## src/rtl/decode_queue.sv

```systemverilog
// decode_queue: DEPTH-entry fetch-to-decode FIFO with pre-decoded attributes
// (branch, delay-slot membership, memory class, undefined) computed at push time.
module decode_queue #(
    parameter int unsigned DEPTH         = 4,
    parameter bit          DELAY_SLOT_EN = 1'b1
) (
    input  logic                         clk,
    input  logic                         rst,
    input  logic                         flush,
    input  logic                         in_valid,
    output logic                         in_ready,
    input  logic [31:0]                  in_inst,
    input  logic [31:0]                  in_pc,
    output logic                         out_valid,
    input  logic                         out_ready,
    output logic [31:0]                  out_inst,
    output logic [31:0]                  out_pc,
    output logic                         out_in_delay_slot,
    output logic                         out_is_branch,
    output logic                         out_undefined,
    output logic [1:0]                   out_mem_type,
    output logic [$clog2(DEPTH+1)-1:0]   count
);
    localparam int unsigned PW = $clog2(DEPTH);
    localparam int unsigned CW = $clog2(DEPTH + 1);

    localparam logic [1:0] MEM_NOOP = 2'd0;
    localparam logic [1:0] MEM_LOAD = 2'd1;
    localparam logic [1:0] MEM_STOR = 2'd2;

    // Attribute word layout: {in_delay_slot, is_branch, undefined, mem_type[1:0]}
    localparam int unsigned AW = 5;

    logic [31:0]    r_inst [DEPTH];
    logic [31:0]    r_pc   [DEPTH];
    logic [AW-1:0]  r_attr [DEPTH];
    logic [PW-1:0]  r_wr_ptr;
    logic [PW-1:0]  r_rd_ptr;
    logic [CW-1:0]  r_count;
    logic           r_last_was_branch;

    logic [5:0]     w_op;
    logic [4:0]     w_rs;
    logic [4:0]     w_rt;
    logic [5:0]     w_funct;
    logic           w_special_ok;
    logic           w_regimm_ok;
    logic           w_is_branch;
    logic           w_undefined;
    logic [1:0]     w_mem_type;
    logic           w_push;
    logic           w_pop;
    logic [AW-1:0]  w_attr_in;
    logic [AW-1:0]  w_attr_out;

    assign w_op    = in_inst[31:26];
    assign w_rs    = in_inst[25:21];
    assign w_rt    = in_inst[20:16];
    assign w_funct = in_inst[5:0];

    assign in_ready  = (r_count < CW'(DEPTH)) && !flush && !rst;
    assign out_valid = (r_count != '0);
    assign w_push    = in_valid && in_ready;
    assign w_pop     = out_valid && out_ready;

    // Pre-decode of the instruction presented at the input
    always_comb begin
        w_special_ok = 1'b0;
        w_regimm_ok  = (w_rt == 5'b00000) || (w_rt == 5'b00001) ||
                       (w_rt == 5'b10000) || (w_rt == 5'b10001);
        w_is_branch  = 1'b0;
        w_undefined  = 1'b1;
        w_mem_type   = MEM_NOOP;

        case (w_funct)
            6'h00, 6'h02, 6'h03, 6'h04, 6'h06, 6'h07, 6'h08, 6'h09,
            6'h0C, 6'h0D, 6'h10, 6'h11, 6'h12, 6'h13, 6'h18, 6'h19,
            6'h1A, 6'h1B, 6'h20, 6'h21, 6'h22, 6'h23, 6'h24, 6'h25,
            6'h26, 6'h27, 6'h2A, 6'h2B: w_special_ok = 1'b1;
            default:                    w_special_ok = 1'b0;
        endcase

        case (w_op)
            6'b000000: begin
                w_undefined = !w_special_ok;
                w_is_branch = (w_funct == 6'b001000) || (w_funct == 6'b001001);
            end
            6'b000001: begin
                w_undefined = !w_regimm_ok;
                w_is_branch = w_regimm_ok;
            end
            6'b000010, 6'b000011, 6'b000100, 6'b000101, 6'b000110, 6'b000111: begin
                w_undefined = 1'b0;
                w_is_branch = 1'b1;
            end
            6'b001000, 6'b001001, 6'b001010, 6'b001011,
            6'b001100, 6'b001101, 6'b001110, 6'b001111: begin
                w_undefined = 1'b0;
            end
            6'b100000, 6'b100001, 6'b100011, 6'b100100, 6'b100101: begin
                w_undefined = 1'b0;
                w_mem_type  = MEM_LOAD;
            end
            6'b101000, 6'b101001, 6'b101011: begin
                w_undefined = 1'b0;
                w_mem_type  = MEM_STOR;
            end
            6'b010000: begin
                w_undefined = !((in_inst == 32'h4200_0018) ||
                                (w_rs == 5'b00000) || (w_rs == 5'b00100));
            end
            default: begin
                w_undefined = 1'b1;
            end
        endcase
    end

    assign w_attr_in = {DELAY_SLOT_EN && r_last_was_branch, w_is_branch,
                        w_undefined, w_mem_type};

    // Entry storage; written only on an accepted push (never during rst/flush)
    always_ff @(posedge clk) begin
        if (w_push) begin
            r_inst[r_wr_ptr] <= in_inst;
            r_pc[r_wr_ptr]   <= in_pc;
            r_attr[r_wr_ptr] <= w_attr_in;
        end
    end

    // Pointers, occupancy and branch tracking; reset beats flush beats push/pop
    always_ff @(posedge clk) begin
        if (rst || flush) begin
            r_wr_ptr          <= '0;
            r_rd_ptr          <= '0;
            r_count           <= '0;
            r_last_was_branch <= 1'b0;
        end else begin
            if (w_push) begin
                r_wr_ptr          <= r_wr_ptr + PW'(1);
                r_last_was_branch <= w_is_branch;
            end
            if (w_pop) begin
                r_rd_ptr <= r_rd_ptr + PW'(1);
            end
            case ({w_push, w_pop})
                2'b10:   r_count <= r_count + CW'(1);
                2'b01:   r_count <= r_count - CW'(1);
                default: r_count <= r_count;
            endcase
        end
    end

    // Head view; forced to zero while empty so stale entries never leak out
    always_comb begin
        w_attr_out = out_valid ? r_attr[r_rd_ptr] : '0;
        out_inst   = out_valid ? r_inst[r_rd_ptr] : 32'h0;
        out_pc     = out_valid ? r_pc[r_rd_ptr]   : 32'h0;
    end

    assign out_in_delay_slot = w_attr_out[4];
    assign out_is_branch     = w_attr_out[3];
    assign out_undefined     = w_attr_out[2];
    assign out_mem_type      = w_attr_out[1:0];
    assign count             = r_count;

endmodule

```

## config.mk

```make
export PLATFORM = sky130hd
export DESIGN_NAME = decode_queue
export DESIGN_NICKNAME = d
export VERILOG_FILES = /design/src/rtl/decode_queue.sv
export SDC_FILE = /design/constraint.sdc
export NUM_CORES = 1
export LEC_CHECK = 0
export ABC_AREA = 1
export CAP_MARGIN = 20
export CORE_MARGIN = 4
export CORE_UTILIZATION = 45
export DETAILED_ROUTE_END_ITERATION = 8
export PLACE_DENSITY = 0.66
export SYNTH_ARGS = -nofsm -noshare
export SYNTH_HDL_FRONTEND = slang
export SYNTH_SLANG_ARGS = --single-unit
export TNS_END_PERCENT = 1
```

## constraint.sdc

```tcl
create_clock -name clk -period 4.6 [get_ports clk]
set_input_delay 1.15 -clock clk [delete_from_list [all_inputs] [get_ports clk]]
set_output_delay 1.15 -clock clk [all_outputs]
set_load 0.01 [all_outputs]
```

== Word-level counts from Yosys, hierarchy flattened ==
Memories as Yosys holds them, arrays and structs flattened. A register that Yosys moved wholly into a read port is not among the register bits.
Cells that the tools add are included.
Storage, ports and cells
  register bits: 8
  bits in writable memories: 276
  memory bits (read-only): 64
  input port bits: 69
  output and inout bits: 74
  word-level logic and storage cells: 86
  memories: 4
Memories
  r_inst: depth 4, width 32, rd ports 1, clocked after memory_dff 1, write ports 1, line 34  | logic [31:0] r_inst [DEPTH];
  r_pc: depth 4, width 32, rd ports 1, clocked after memory_dff 1, write ports 1, line 35  | logic [31:0] r_pc [DEPTH];
  (name not given): depth 64, width 1, rd ports 1, clocked after memory_dff 0, write ports 0, line 75  | case (w_funct)
  r_attr: depth 4, width 5, rd ports 1, clocked after memory_dff 1, write ports 1, line 36  | logic [AW-1:0] r_attr [DEPTH];
Cells by class
  $add $sub $neg: 4
  order comparisons: 1
  equal/unequal tests: 33
  muxes and demuxes: 15
  reduce and logical (&&, ||, !) cells: 25
Operators with widths (count)
  $mux W32: 2
  $eq A6 B4 Y1 const B: 10
  $eq A6 B6 Y1 const B: 8
  $eq A32 B31 Y1 const B: 1
  $eq A6 B3 Y1 const B: 4
  $reduce_or A22 Y1: 1
  $eq A6 B2 Y1 const B: 2
  $mux W2: 6
  $eq A5 B5 Y1 const B: 2
  $logic_not A5 Y1: 2
  $logic_or A1 B1 Y1: 7
  $eq A6 B1 Y1 const B: 1
  $eq A6 B5 Y1 const B: 1
  $logic_not A6 Y1: 1
  $pmux W3 S2: 1
  $reduce_or A6 Y1: 1
  $eq A5 B1 Y1 const B: 1
  $eq A5 B3 Y1 const B: 1
  $logic_not A1 Y1: 5
  $mux W5: 1
  $reduce_or A5 Y1: 1
  $add A2 B1 Y2 const B: 2
  $logic_and A1 B1 Y1: 4
  $pmux W1 S4: 1
  11 further kinds: 12

== Logic depth before layout (Yosys ltp) ==
  word-level depth: 6
  mapped depth: 10
  mapped depth without buffers: 9

== Worst setup path after synthesis ==
OpenSTA, ideal clock, no wires.
  path type: input -> register
  start: in flush
  end: mem r_attr[0][0] (enable)
  library setup time: 0.496 ns
  data arrival time: 4.549 ns
  data required time: 4.104 ns
  setup slack: -0.445 ns
  stages on the path: 4
  buffers on the path: 1
  cell sequence: nor3_2 > nand2_1 > buf_2 > nor2_1
On the way
  longest elaborated chain between the ends: 6
Ends and longest elaborated chain
  from (decl): line 9  | input logic flush,
  $logic_not A1 Y1: line 61  | assign in_ready = (r_count < CW'(DEPTH)) && !flush && !rst;
  $logic_and A1 B1 Y1 (2 in a row): line 61
  $logic_and A1 B1 Y1: line 63  | assign w_push = in_valid && in_ready;
  $mux W1: line 123  | if (w_push) begin
  $mux W1 (not written as such): line 126  | r_attr[r_wr_ptr] <= w_attr_in;
  to (decl): line 36
Every way passes these cells.

==> impl_metrics.ini <==
[grt]
grt_pass1_wl_um = 39790
grt_pass1_vias = 7350
grt.overflow.total = 0
antenna_found_initial = 1
grt_max_degree = 91
grt_usage_pct = 17.61

[setup_path]
r2r_setup_slack_ns = 2.36
arrival_ns = 2.90
path_class = flop to output port
cp_max_fo = 90
cp-end-kind = output port
startpoint_type = flop
critPathRequiredTime_ns = 3.45

[timing]
period_share_pct = 87.97
drv_slew = 0
finalSetupViolations = 0
worst_pin_slew_ns = 0.9286
max_freq_mhz = 247.1
timing.hold.ws_ns = 0.4801
finalHoldViolations = 0
finClkSkew_ns = 0.01099
max_slew_margin_pct = 38.09
period_needed_ns = 4.047
tns_ns = 0
rsz0062_at_grt = no

[clocking]
cts.sinks = 286
post_cts_buffers = 0
htree_levels = 1
cts_made_buffers = 30
clk_latency_ns = 0.53
cts_tree = yes
path_clk_slew_ns = 0.06
ctsRootBufferMaster = clkbuf_16
ctsResizeCount = 0
cts_hold_buf = 0
clockBufferDepth = 3

[hold_path]
hold_path_class = flop to flop

[synthesis]
synth_edf_count = 276
syn_avg_cell_area_sq_um = 12.05
synthesis.nets = 1025
yosys.area.top_type = edfxtp_1
synth_top_area_share_pct = 72.43
synth.area.top_cells = edfxtp_1, nor2_1, o21ai_0, a21oi_1, dfxtp_1
ys_async_sr_fraction_pct = 0
ys_types = 25
yosys_most_used_dff = edfxtp_1
ys_ff_latch = 286
syn_area_sq_um = 11440
synthesis.yosys.warnings = 0
synth-seq-area-share_pct = 74.17
netlist_instances = 950

[route]
drc = 0
wirelength_um = 25400
vias = 7374
dr.pass1.iters = 5
drt_iter0_markers = 443
drt-wirelength-per-cell_um = 17.65
viasPerCell = 5.124
ant_nets = 0

[die]
initial_core_util_pct = 45.58
ios = 143
fp-row-count = 58
coreArea_sq_um = 25110
die_h_um = 167.5
die_width_um = 167.5
die_area_sq_um = 28040

[layout]
nets = 1161
area_growth_pct = 23.72
antenna_cells = 0
final_cell_area_sq_um = 14160
final_cell_mix = nor2_1, edfxtp_1, clkdlybuf4s50_1, o21ai_0, a21oi_1
drive_above_1_share_pct = 6.222
final_common_cell = nor2_1

[placed_design]
io_buffers = 142
place_congestion = 0.7291
dpl_cell_area_sq_um = 13200
dp_hpwl_um = 14110

[run_status]
status = finished, final reports clean

[power_and_ir_drop]
p_leak_nw = 4.822
peakVddDrop_mv = 0.3325
power_density_nw_per_um2 = 387.6

[run]
maxCapViolations = 0
## layer usage
metal | vias to the layer above | track usage [%] | wire length, um | part of all wire, %
li1 | 3609 | - | - | -
met1 | 3555 | 22.30 | 10880 | 43
met2 | 178 | 31.12 | 12780 | 50
met3 | 30 | 3.659 | 1265 | 5.0
met4 | 2 | 4.481 | 463 | 1.8
met5 | - | 0 | 13 | 0.051
## synthesized netlist by cell type (5+ instances only)
master    instances
nor2_1          307
inv_1            28
o21ai_1           7
buf_4            14
nand2_1          25
o21ai_0         139
edfxtp_1        276
clkbuf_1         25
nand3_1          10
a21oi_1          77
dfxtp_1          10
ha_1              5
buf_2             9
## final cells by class
class / instances / area, sq um
Clock buffer: 42 / 847.1
Tap cell: 330 / 412.9
Inverter: 30 / 115.1
Timing Repair Buffer: 157 / 1572
Multi-Input combinational cell: 581 / 2603
Fill cell: 2117 / 10950
Clock inverter: 13 / 112.6
Sequential cell: 286 / 8496
## state kept, by name, summed over array words and instances, names as in the netlist, named ones only
| register | count |
|---|---|
| r_last_was_branch | 1 |
| count | 3 |
| r_attr | 20 |
| r_rd_ptr | 2 |
| r_wr_ptr | 2 |
| r_pc | 128 |
| r_inst | 128 |
## metrics by stage
stage,total power (W),instances,setup slack [ns],util [%]
floorplan,0.003054,950,-0.4450,-
global placement,0.003230,1384,1.086,52.56
detailed placement,0.003234,1384,1.048,52.56
CTS,0.005541,1439,0.4674,56.38
global route,0.005681,1439,0.3465,56.38
finish,0.005487,1439,0.5532,56.38
## worst max-delay path: stages (launching register included)
cell and delay [ns]:
dfxtp_4 0.74, buf_12 0.42, nor2_1 0.10, nor2_1 0.10
o21ai_0 0.10, a21oi_1 0.26, clkdlybuf4s50_1 0.59
## cell families (layout without fill, tap and decap cells)
logic type / Yosys count / in the layout / share of synthesized area (%)
xor+xnor: 1 / 1 / 0.07655
flops: 286 / 286 / 74.17
buf+inv: 83 / 242 / 3.346
compound gates: 224 / 224 / 9.819
fa+ha+maj: 6 / 6 / 0.7216
simple gates: 350 / 350 / 11.86
## where the power goes
part           switching, W  internal [W]  leakage (nW)  total (W)
combinational      0.000158      0.000131          1.76   0.000289
clock              0.000923       0.00139         0.471    0.00231
sequential       0.00000920       0.00288          2.59    0.00289
## path summary, 6_finish.rpt
kind | startpoint | end | depth (start not counted)
worst max-delay path | flop | out_mem_type[0] | 6
worst min-delay path | r_rd_ptr[1] | flop | 2
worst max register to register | count[2] | count[2] | 9
worst min register to register | r_rd_ptr[1] | flop | 2
Power figures use the tool's default switching activity.
